<file path="src/rtl/orb_pkg.sv">
// Shared constants for the ORB frame-buffer write scheduler: parameter defaults,
// FSM state encoding and the RAM word packing helper.
package orb_pkg;

  localparam int NCH_DEF    = 5;
  localparam int WPC_DEF    = 6;
  localparam int WE_LEN_DEF = 2;

  localparam logic [1:0] ST_IDLE  = 2'd0;
  localparam logic [1:0] ST_SETUP = 2'd1;
  localparam logic [1:0] ST_WRITE = 2'd2;
  localparam logic [1:0] ST_GAP   = 2'd3;

  // A channel byte sits in the middle of the 12-bit RAM word.
  function automatic logic [11:0] packWord(input logic [7:0] b);
    return {1'b0, b, 3'b000};
  endfunction

endpackage

</file>
<file path="src/rtl/orb_rr_arb.sv">
// Round-robin arbiter: the channel at index ptr has highest priority,
// followed by ptr+1, ptr+2, ... wrapping at NCH.
module orb_rr_arb #(
  parameter int NCH = 5,
  parameter int IW  = (NCH > 1) ? $clog2(NCH) : 1
) (
  input  logic [NCH-1:0] req,
  input  logic [IW-1:0]  ptr,
  output logic [NCH-1:0] gnt,
  output logic [IW-1:0]  gntIdx
);

  int   idx;
  logic found;

  // NOTE: every variable written here gets a default first, so no path leaves one unassigned and no latch is inferred.
  always_comb begin
    gnt    = '0;
    gntIdx = '0;
    found  = 1'b0;
    idx    = 0;
    for (int i = 0; i < NCH; i++) begin
      idx = int'(ptr) + i;
      if (idx >= NCH) idx = idx - NCH;
      if (!found && req[idx]) begin
        found       = 1'b1;
        gnt[idx]    = 1'b1;
        gntIdx      = IW'(idx);
      end
    end
  end

endmodule

</file>
<file path="src/rtl/orb_wr_scheduler.sv">
// Collects bytes from NCH asynchronous receiver channels and serialises them
// onto one frame-buffer write port, packet by packet, with page-toggle support.
module orb_wr_scheduler
  import orb_pkg::*;
#(
  parameter int NCH    = NCH_DEF,
  parameter int WPC    = WPC_DEF,
  parameter int WE_LEN = WE_LEN_DEF
) (
  input  logic             clk,
  input  logic             rst,
  input  logic [NCH-1:0]   strob,
  input  logic [8*NCH-1:0] iData,
  input  logic             sw,
  output logic [11:0]      orbWord,
  output logic [10:0]      WrAddr,
  output logic             WE,
  output logic             busy,
  output logic [NCH-1:0]   overrun,
  output logic             frame_done,
  output logic             swap_ack
);

  localparam int IW = (NCH > 1) ? $clog2(NCH) : 1;
  localparam int CW = $clog2(WPC + 1);
  localparam int LW = (WE_LEN > 1) ? $clog2(WE_LEN) : 1;

  logic [NCH-1:0] strobS1, strobS2, strobOld, byteEv;
  logic           swS1, swS2, swOld, swToggle, swAckD;
  logic [7:0]     holdData [NCH];
  logic [CW-1:0]  wcnt [NCH];
  logic [NCH-1:0] pend, full, req, gnt;
  logic [5:0]     pack;
  logic [1:0]     state;
  logic [LW-1:0]  weCnt;
  logic [IW-1:0]  curCh, rrPtr, gntIdx;
  logic [4:0]     slot;
  logic           grantNow, advance;

  orb_rr_arb #(.NCH(NCH), .IW(IW)) uArb (
    .req    (req),
    .ptr    (rrPtr),
    .gnt    (gnt),
    .gntIdx (gntIdx)
  );

  always_comb begin
    for (int k = 0; k < NCH; k++) full[k] = (wcnt[k] == CW'(WPC));
    req      = pend & ~full;
    byteEv   = strobS2 & ~strobOld;
    swToggle = swS2 ^ swOld;
    grantNow = (state == ST_IDLE) && (|req) && !swToggle;
    advance  = (&full) && !swToggle;
    slot     = 5'(int'(gntIdx) * WPC + int'(wcnt[gntIdx]));
  end

  assign WE   = (state == ST_WRITE);
  assign busy = (state != ST_IDLE);

  // NOTE: sequential state uses non-blocking assignments only, so every flop samples pre-edge values.
  always_ff @(posedge clk or negedge rst) begin
    if (!rst) begin
      {strobS1, strobS2, strobOld} <= '0;
      {swS1, swS2, swOld}          <= '0;
    end else begin
      strobS1  <= strob;
      strobS2  <= strobS1;
      strobOld <= strobS2;
      swS1     <= sw;
      swS2     <= swS1;
      swOld    <= swS2;
    end
  end

  // NOTE: the byte holding registers are pure data storage qualified by pend, so they carry no reset.
  always_ff @(posedge clk) begin
    for (int k = 0; k < NCH; k++)
      if (byteEv[k] && !full[k]) holdData[k] <= iData[8*k +: 8];
  end

  always_ff @(posedge clk or negedge rst) begin
    if (!rst) begin
      state      <= ST_IDLE;
      weCnt      <= '0;
      curCh      <= '0;
      rrPtr      <= '0;
      pend       <= '0;
      pack       <= '0;
      overrun    <= '0;
      orbWord    <= '0;
      WrAddr     <= '0;
      frame_done <= 1'b0;
      swAckD     <= 1'b0;
      swap_ack   <= 1'b0;
      for (int k = 0; k < NCH; k++) wcnt[k] <= '0;
    end else begin
      frame_done <= 1'b0;
      swAckD     <= swToggle;
      swap_ack   <= swAckD;

      if (swToggle) begin
        // Page toggle wins over everything else in this cycle; overrun is kept.
        state <= ST_IDLE;
        pack  <= '0;
        pend  <= '0;
        for (int k = 0; k < NCH; k++) wcnt[k] <= '0;
      end else begin
        for (int k = 0; k < NCH; k++) begin
          if (byteEv[k]) begin
            if (full[k]) begin
              overrun[k] <= 1'b1;
            end else begin
              // A byte arriving as its channel is granted is a fresh byte, not a loss.
              if (pend[k] && !(grantNow && gnt[k])) overrun[k] <= 1'b1;
              pend[k] <= 1'b1;
            end
          end else if (grantNow && gnt[k]) begin
            pend[k] <= 1'b0;
          end
        end

        if (advance) begin
          pack <= pack + 6'd1;
          if (pack == 6'd63) frame_done <= 1'b1;
          for (int k = 0; k < NCH; k++) wcnt[k] <= '0;
        end

        case (state)
          ST_IDLE: begin
            if (grantNow) begin
              curCh   <= gntIdx;
              rrPtr   <= (int'(gntIdx) == NCH - 1) ? '0 : gntIdx + 1'b1;
              orbWord <= packWord(holdData[gntIdx]);
              WrAddr  <= {pack, slot};
              state   <= ST_SETUP;
            end
          end
          ST_SETUP: begin
            weCnt <= '0;
            state <= ST_WRITE;
          end
          ST_WRITE: begin
            if (weCnt == LW'(WE_LEN - 1)) begin
              wcnt[curCh] <= wcnt[curCh] + 1'b1;
              state       <= ST_GAP;
            end else begin
              weCnt <= weCnt + 1'b1;
            end
          end
          default: state <= ST_IDLE;
        endcase
      end
    end
  end

endmodule

</file>
<file path="config.mk">
export PLATFORM = sky130hd
export DESIGN_NAME = orb_wr_scheduler
export DESIGN_NICKNAME = d
export VERILOG_FILES = /design/src/rtl/orb_pkg.sv /design/src/rtl/orb_rr_arb.sv /design/src/rtl/orb_wr_scheduler.sv
export SDC_FILE = /design/constraint.sdc
export NUM_CORES = 1
export LEC_CHECK = 0
export ABC_AREA = 0
export CAP_MARGIN = 20
export CORE_UTILIZATION = 59
export DETAILED_ROUTE_END_ITERATION = 7
export PLACE_DENSITY = 0.84
export SYNTH_ARGS = -nofsm -noshare
export SYNTH_HDL_FRONTEND = slang
export SYNTH_HIERARCHICAL = 1
export SYNTH_SLANG_ARGS = --single-unit
</file>
<file path="constraint.sdc">
create_clock -name clk -period 15.2 [get_ports clk]
set_clock_uncertainty 0.15 [all_clocks]
set_input_delay 3.04 -clock clk [delete_from_list [all_inputs] [get_ports clk]]
set_output_delay 3.04 -clock clk [all_outputs]
set_load 0.02 [all_outputs]
</file>
**Word level (Yosys, flattened, before mapping)**

Memory sizes are Yosys's and may differ from the RTL's. A register that Yosys moved wholly into a read port is not among the register bits.
Cells that the tools add are included.

- Memories kept: 1
- Output and inout bits: 32
- Flip-flop bits (word level): 72
- Word-level logic and storage cells: 271
- Input bits: 48
- Bits in writable memories: 40

Memories:

| name | depth | bits a word | rd ports | clocked after Yosys merged registers in | wr ports | line | RTL |
|---|---|---|---|---|---|---|---|
| holdData | 5 | 8 | 1 | 1 | 5 | orb_wr_scheduler.sv:30 | `logic [7:0] holdData [NCH];` |

- Mux-type cells: 106
- Add/sub/neg operators: 14
- Multiply operators: 1
- $lt $le $gt $ge: 18
- Equal/unequal tests: 16
- Reduce and logical (&&, ||, !) cells: 73
- Bitwise operators: 12

Operators with widths:

| operator | number |
|---|---|
| $ge A32 B1 Y1 const B | 5 |
| $lt A32 B5 Y1 const B | 5 |
| $mux W32 | 5 |
| $ge A32 B4 Y1 const B | 4 |
| $sub A32 B4 Y32 const B | 4 |
| $mux W15 | 5 |
| $mux W1 | 58 |
| $mux W3 | 11 |
| $mux W5 | 6 |
| $logic_and A1 B1 Y1 | 28 |
| $or A5 B5 Y5 | 4 |
| $bmux W3 S3 | 2 |
| $eq A3 B3 Y1 const B | 6 |
| $ne A3 B3 Y1 const B | 6 |
| $reduce_and A3 Y1 | 6 |
| $logic_not A1 Y1 | 16 |
| $reduce_bool A2 Y1 | 8 |
| $bmux W1 S3 | 5 |
| $bwmux W15 | 1 |
| $demux W1 S3 | 5 |
| $reduce_bool A3 Y1 | 5 |
| $reduce_and A2 Y1 | 7 |
| $mux W6 | 2 |
| $and A5 B5 Y5 | 2 |
| other kinds (27) | 34 |

**Longest topological paths before layout**

Gate-level depths: netlist (run 1).

- Word-level depth: 24
- Gate-level depth with buffers: 26
- Depth with buffers taken out: 19

**Cells and area by module**

Netlist (run 1), hierarchy kept.

By module, submodules not included:

| module | cells an instance | instances | sequential area each (µm²) | area an instance (µm²) |
|---|---|---|---|---|
| orb_wr_scheduler | 397 | 1 | 3203.1 | 5207.5 |
| orb_rr_arb | 233 | 1 | 0.0 | 1626.6 |

**Worst setup path before layout (run 1)**

OpenSTA, ideal clock, no wires.

- Path type: flip-flop to flip-flop
- Start: register rrPtr[0]
- End: register WrAddr[4]
- Period minus slack after synthesis: 5971 ps
- Stages on the path, launching flop included: 26
- Library setup time: 125 ps
- Setup slack: 9229 ps
- Data required time: 14925 ps
- Buffers on the path: 6
- Arrival time: 5696 ps
- Cell sequence: dfrtp_1 -> buf_2 -> buf_2 -> inv_1 -> clkbuf_1 -> ha_1 -> inv_1 -> ha_1 -> a21oi_2 -> xnor2_1 -> mux2_2 -> o21a_1 -> or3_1 -> buf_6 -> or2_1 -> a21oi_1 -> clkbuf_1 -> buf_2 -> mux4_2 -> inv_1 -> o21ai_0 -> ha_1 -> a21oi_1 -> nor2b_1 -> xnor2_1 -> mux2_2

- Cells in the longest elaborated chain, start to end: 23
- Elaborated cells between the ends (all ways): 57
- Those cells by class: 10 x add/sub; 1 x mul; 5 x order compare; 32 x mux; 1 x bitwise; 8 x reduce/logical

RTL lines:

| item | line | RTL |
|---|---|---|
| from (decl) | orb_wr_scheduler.sv:36 | `logic [IW-1:0] curCh, rrPtr, gntIdx;` |
| from (signal assigned) | orb_wr_scheduler.sv:132 | `rrPtr <= (int'(gntIdx) == NCH - 1) ? '0 : gntIdx + 1'b1;` |
| branches (longest 17 deep; another with $sub A32 B4 Y32) | - |  |
| $mux W3 (*) | orb_rr_arb.sv:25 | `if (!found && req[idx]) begin` |
| named net gntIdx[0] | orb_wr_scheduler.sv:36 |  |
| branches (longest 4 deep; another with $mul A3 B2 Y4) | - |  |
| $add A5 B3 Y5 (*) | orb_wr_scheduler.sv:54 | `slot = 5'(int'(gntIdx) * WPC + int'(wcnt[gntIdx]));` |
| to (signal assigned) | orb_wr_scheduler.sv:134 | `WrAddr <= {pack, slot};` |
| to (decl) | orb_wr_scheduler.sv:16 | `output logic [10:0] WrAddr,` |

Mark *: on every way through the listed nets, which the timed path passes. The select of a mux whose other input is x is not followed.
A chain may end at the register's enable or synchronous reset.

**Worst setup path after layout (run 1)**

Ends and elaborated chain as after synthesis.

==> results of run 1 <==
-- kinds of logic after synthesis --
logic type      synth area share [%]
mux                             10.8
compound gates                  16.4
simple gates                    15.0
other cells                   0.0549
fa+ha+maj                       4.54
flops                           46.9
buf+inv                         4.98
xor+xnor                        1.41
-- area by class of cell --
type                       count  share of cell area, %
multi-input combinational    445                   40.4
clock inverter                13                   1.66
inverter                      28                   1.28
tap                          140                   2.13
sequential                   120                   39.0
timing repair buffer          81                   9.94
clock buffer                  19                   5.65
-- power breakdown --
group / internal, mW / switching (mW)
clock: 0.243 / 0.159
sequential: 0.376 / 0.0449
combinational: 0.594 / 0.815
-- worst max-delay path: cells and delay by family (launching register included) --
kind | cells | cell delay (ps)
adders and majority gates | 2 | 1180
DFF | 1 | 320
buffers and inverters | 4 | 1060
AOI/OAI and AO/OA | 4 | 1040
and+or+nand+nor | 4 | 1130
xor gates and xnor gates | 1 | 130
muxes | 3 | 1200
-- final timing paths --
path                                          endpoint                 start  cells past startpoint  slack (ps)
worst max register to register   WrAddr[4]$_DFFE_PN0P_  rrPtr[0]$_DFFE_PN0P_                     18        8840
worst max-delay path             WrAddr[4]$_DFFE_PN0P_  rrPtr[0]$_DFFE_PN0P_                     18        8840
worst min-delay path              strobS2[4]$_DFF_PN0_  strobS1[4]$_DFF_PN0_                      0         200
min in group asynchronous            wcnt[9]$_DFF_PN0_                   rst                      1        2270
max in group asynchronous       WrAddr[10]$_DFFE_PN0P_                   rst                      2       12050
worst min register to register    strobS2[4]$_DFF_PN0_  strobS1[4]$_DFF_PN0_                      0         200
-- registers in the layout, indices dropped and copies added (netlist names), 2 cells and up --
signal,count
state,2
strobOld,5
curCh,3
orbWord,8
holdData,40
pend,5
overrun,5
strobS1,5
rrPtr,3
pack,6
strobS2,5
WrAddr,11
wcnt,15
-- through the flow --
stage	area [sq um]	power, mW
2_1_floorplan	6850	1.47
3_3_place_gp	7580	1.73
3_5_place_dp	7580	1.77
4_1_cts	8180	2.20
5_1_grt	8220	2.36
6_report	8220	2.23
-- layout by cell type (no fill, tap or decap), types with 5 or more instances in the layout --
master	synthesis	routed
nor3_1	14	14
inv_1	27	27
nand2b_1	11	11
nor2b_1	13	13
or3_1	9	9
o211ai_1	7	7
clkinv_4	0	6
nor2_1	41	41
mux4_2	14	14
nand3b_1	8	8
o21ai_0	26	26
nand2_1	44	44
xnor2_1	7	7
clkdlybuf4s50_1	0	74
a31oi_1	12	12
ha_1	20	20
edfxtp_1	40	40
nand3_1	25	25
a21oi_1	43	42
buf_4	4	5
dfrtp_1	80	80
and2_1	8	8
mux2_2	14	14
mux2i_1	25	25
clkbuf_16	0	18
-- per-layer routing --
layer  vias up  track usage, %  share of wire, %
met3        38            7.35               6.9
li1       2464               -                 -
met2       253            52.6                49
met5         -               0                 0
met1      2652            40.8                40
met4         0            13.6               3.1
==> results.json, run 1 <==
{
  "timing.fmax_ghz": 0.157,
  "nets": 764,
  "die_h_microns": 110,
  "area_delta_synth_final_pct": 20.3,
  "ios": 80,
  "cts_made_buffers": 17,
  "place_ws_ps": 8980,
  "antenna_cells": 0,
  "tightest_slew_ps": 1080,
  "die_w_microns": 110,
  "netlist_area_sq_mm": 0.00683,
  "fillers": 761,
  "layout-drive-gt1-share_pct": 13.2,
  "synthFlopType": "dfrtp_1",
  "cts_hold_buf": 0,
  "startpoint_type": "flop",
  "initial_core_util_pct": 61.7,
  "cts_setup_buffers": 0,
  "slowest_stage": "ha_1",
  "std_cell_rows": 38,
  "yosys-top-cells-area": "dfrtp_1 (29%), edfxtp_1 (18%), mux4_2 (4.6%)",
  "p_leak_nw": 3.28,
  "wl_per_cell_microns": 21.3,
  "clockBufferDepth": 2,
  "status": "complete, no violations",
  "clkLatencyLatePin_ps": 420,
  "peakVddDrop_v": 0.000278,
  "grt_overflow": 0,
  "vias": 5407,
  "grt_pass1_wl_mm": 28.3,
  "die-area_sq_mm": 0.0120,
  "critPathKind": "reg2reg",
  "seqCellArea_sq_mm": 0.00320,
  "synth_edf_count": 40,
  "ys_seq_area_share_pct": 46.9,
  "io_buffers": 75,
  "ys_ff_latch": 120,
  "drv_cap": 0,
  "finalSetupViolCount": 0,
  "cts_root_buf": "clkbuf_16",
  "syn_area_per_cell_sq_um": 10.8,
  "crit_chain": "buf_4 -> inv_1 -> ha_1 -> nand2b_1 -> a2bb2oi_1 -> mux2_4 -> or3_1 -> or2_1 -> a21oi_2 -> buf_4 -> mux4_2 -> inv_1 -> o21ai_0 -> ha_1 -> a21oi_1 -> nor2b_1 -> xnor2_1 -> mux2_2",
  "cts_tree": "built",
  "ys_warn_count": 6,
  "grt_antenna_before_repair": 0,
  "worst_slack_ps": 8840,
  "multiInputGateArea_sq_mm": 0.00332,
  "setup_tns_ps": 0,
  "grt_pass1_vias": 5367,
  "max_stage_delay_ps": 800,
  "synthCells": 630,
  "power_density_mw_per_mm2": 271,
  "finish.utilization_pct": 74.2,
  "synth_top_area_share_pct": 29.3,
  "drc": 0,
  "yosys.area.top_type": "dfrtp_1",
  "synth_async_sr_flop_share_pct": 66.7,
  "dp.cells": 812,
  "globalplace.congestion": 0.955,
  "synth_top_cells_by_count": "dfrtp_1 (80), nand2_1 (44), a21oi_1 (43), nor2_1 (41), edfxtp_1 (40)",
  "antenna_left": 0,
  "synth_cell_types": 85,
  "drtPass1Iterations": 7,
  "cts.htree.levels": 4,
  "finalHoldViolations": 0,
  "cts_resized": 0,
  "critPathRequiredTime_ps": 15350,
  "fin_crit_sh_pct": 41.9,
  "maxSlewHeadroom_pct": 27.6,
  "crit_fanout": 39,
  "clk_pin_slew_ps": 60,
  "hold_class": "reg2reg",
  "final_cells": 846,
  "clock_sinks": 120,
  "dp.final_hpwl_mm": 12.2,
  "track_usage_pct": 32.0,
  "synth.most_common_cell": "dfrtp_1",
  "fin_hold_ws_ps": 204,
  "critical_path_arrival_ps": 6510,
  "rsz0062_at_grt": "no",
  "vias_per_cell": 6.39,
  "grt_max_degree": 81,
  "drt_iter0_markers": 537,
  "finalWirelength_mm": 18.0,
  "drv_slew": 0,
  "end_kind": "flop",
  "fp.coreArea_sq_mm": 0.0111,
  "final.min_clock_period_ps": 6360
}
(Power assumes the default switching activity.)
==> inputs of run 2 (changes only) <==
--- a/config.mk
+++ b/config.mk
@@ -7,9 +7,9 @@
 export LEC_CHECK = 0
 export ABC_AREA = 0
 export CAP_MARGIN = 20
-export CORE_UTILIZATION = 59
+export CORE_UTILIZATION = 57
 export DETAILED_ROUTE_END_ITERATION = 7
-export PLACE_DENSITY = 0.84
+export PLACE_DENSITY = 0.82
 export SYNTH_ARGS = -nofsm -noshare
 export SYNTH_HDL_FRONTEND = slang
 export SYNTH_HIERARCHICAL = 1
==> constraint.sdc (replaced) <==
create_clock -name clk -period 6.1 [get_ports clk]
set_clock_uncertainty 0.15 [all_clocks]
set_input_delay 1.22 -clock clk [delete_from_list [all_inputs] [get_ports clk]]
set_output_delay 1.22 -clock clk [all_outputs]
set_load 0.02 [all_outputs]
==> run 2 against run 1 <==
- the flow now finishes with violations (design-rule violations)
- non-clock buffer count rose by 8
- largest cell class unchanged
- worst setup slack lost 8200 ps
- core utilization down 2.5 points
- wire length increased by 1.8%
- critical endpoint unchanged
- critical path type unchanged
==> results.json, run 2 (synthesis results as in run 1) <==
{
  "reg_top3": "holdData: 40 flops, wcnt: 15 flops, WrAddr: 11 flops",
  "area_delta_synth_final_pct": 21.3,
  "drt_iter0_markers": 469,
  "clk_pin_slew_ps": 60,
  "die_h_microns": 111,
  "fp.coreArea_sq_mm": 0.0116,
  "setup_tns_ps": 0,
  "track_usage_pct": 31.2,
  "status": "finished with violations",
  "cts_resized": 0,
  "drc": 4,
  "fillers": 806,
  "grt_pass1_vias": 5440,
  "power_density_mw_per_mm2": 684,
  "mostFrequentLayoutCells": "dfrtp_1 (80), clkdlybuf4s50_1 (74), nand2_1 (44)",
  "fin_crit_sh_pct": 89.5,
  "layout_commonest_cell": "dfrtp_1",
  "grt_overflow": 0,
  "vias_per_cell": 6.38,
  "timing.fmax_ghz": 0.183,
  "cts_root_buf": "clkbuf_16",
  "drv_cap": 0,
  "vias": 5470,
  "grt_max_degree": 81,
  "grt_antenna_before_repair": 0,
  "clkLatencyLatePin_ps": 430,
  "clock_sinks": 120,
  "largest_register_ffs": 40,
  "antenna_left": 0,
  "initial_core_util_pct": 59.1,
  "crit_fanout": 12,
  "grt_pass1_wl_mm": 29.3,
  "peakVddDrop_v": 0.000463,
  "cts_setup_buffers": 0,
  "cts_tree": "built",
  "cts_hold_buf": 0,
  "finalWirelength_mm": 18.3,
  "top_layer": "met4",
  "critical_path_arrival_ps": 5620,
  "antenna_cells": 0,
  "drtPass1Iterations": 8,
  "wl_met2_mm": 9.19,
  "cts.htree.levels": 4,
  "end_kind": "flop",
  "wirelength_met1_mm": 7.33,
  "finalSetupViolCount": 0,
  "die_w_microns": 111,
  "wl_per_cell_microns": 21.4,
  "hold_class": "reg2reg",
  "rsz0062_at_grt": "no",
  "nets": 772,
  "worst_slack_ps": 638,
  "regMostFlops": "holdData",
  "ios": 80,
  "drv_slew": 0,
  "startpoint_type": "flop",
  "std_cell_rows": 39,
  "final.min_clock_period_ps": 5460,
  "globalplace.congestion": 0.897,
  "violations": "design-rule violations",
  "die-area_sq_mm": 0.0124,
  "dp.final_hpwl_mm": 12.9,
  "finalHoldViolations": 0,
  "layout-drive-gt1-share_pct": 14.3,
  "cts_made_buffers": 17,
  "place_ws_ps": 718,
  "routed-wl-met3_mm": 1.20,
  "tightest_slew_ps": 1130,
  "critPathRequiredTime_ps": 6250,
  "p_leak_nw": 3.32,
  "io_buffers": 75,
  "critPathKind": "reg2reg",
  "clockBufferDepth": 2,
  "maxSlewHeadroom_pct": 24.5
}
-- run 2: changes by cell type in the layout (fill, tap and decap cells not counted), sizes merged --
cell | previous run | this run
inv | 33 | 35
bufinv | 1 | 2
buf | 7 | 15
clkinv | 6 | 4
clkbuf | 19 | 18
-- run 2: final timing paths --
| path | cells past startpoint | slack [ps] | end | from |
|---|---|---|---|---|
| max | 18 | 640 | WrAddr[4]$_DFFE_PN0P_ | rrPtr[1]$_DFFE_PN0P_ |
| min in group asynchronous | 1 | 450 | wcnt[1]$_DFF_PN0_ | rst |
| min | 0 | 200 | strobS2[1]$_DFF_PN0_ | strobS1[1]$_DFF_PN0_ |
| min reg2reg | 0 | 200 | strobS2[1]$_DFF_PN0_ | strobS1[1]$_DFF_PN0_ |
| max reg2reg | 18 | 640 | WrAddr[4]$_DFFE_PN0P_ | rrPtr[1]$_DFFE_PN0P_ |
| max in group asynchronous | 2 | 4770 | strobS2[3]$_DFF_PN0_ | rst |
-- run 2: per-stage QoR --
| stage | utilization, % | cells | hold WS, ps | total power [mW] | area, sq um |
|---|---|---|---|---|---|
| 2_1_floorplan | - | 633 | 181 | 3.65 | 6850 |
| 3_3_place_gp | 66.2 | 824 | 183 | 4.43 | 7660 |
| 3_5_place_dp | 66.2 | 824 | 187 | 4.55 | 7660 |
| 4_1_cts | 71.5 | 856 | 200 | 5.63 | 8270 |
| 5_1_grt | 71.7 | 857 | 207 | 6.03 | 8290 |
| 6_report | 71.7 | 857 | 199 | 5.67 | 8290 |
-- run 2: area by class of cell --
| type | count | area, sq um | share of cell area [%] |
|---|---|---|---|
| flip-flops and latches | 120 | 3200 | 38.6 |
| repair buffers | 89 | 873 | 10.5 |
| multi-input cells | 445 | 3330 | 40.1 |
| well taps | 143 | 179 | 2.16 |
| clock inverters | 14 | 156 | 1.89 |
| clock buffers | 18 | 450 | 5.43 |
| inverters | 28 | 105 | 1.27 |
-- run 2: power breakdown --
part	switching (mW)	internal (mW)
logic	2.09	1.54
clock network	0.387	0.633
registers	0.0818	0.938
total	2.56	3.11
-- run 2: worst max-delay path, stage by stage, from the launching register on --
cell      delay [ps]
dfrtp_1          370
inv_1            290
ha_1             310
ha_1             370
a211oi_1         420
o22a_1           280
o211ai_1         130
a31oi_1          340
o311ai_1         320
or2_1            360
a21oi_2          340
buf_4            320
inv_1            100
ha_1             360
ha_1             310
a21oi_1          120
nor2b_1           70
xnor2_1          110
mux2_2           260
-- run 2: routing by layer --
metal  global-route usage (%)  vias up
li1                         -     2482
met1                     39.8     2690
met2                     50.8      254
met3                     7.24       44
met4                     14.9        0
met5                        0        -
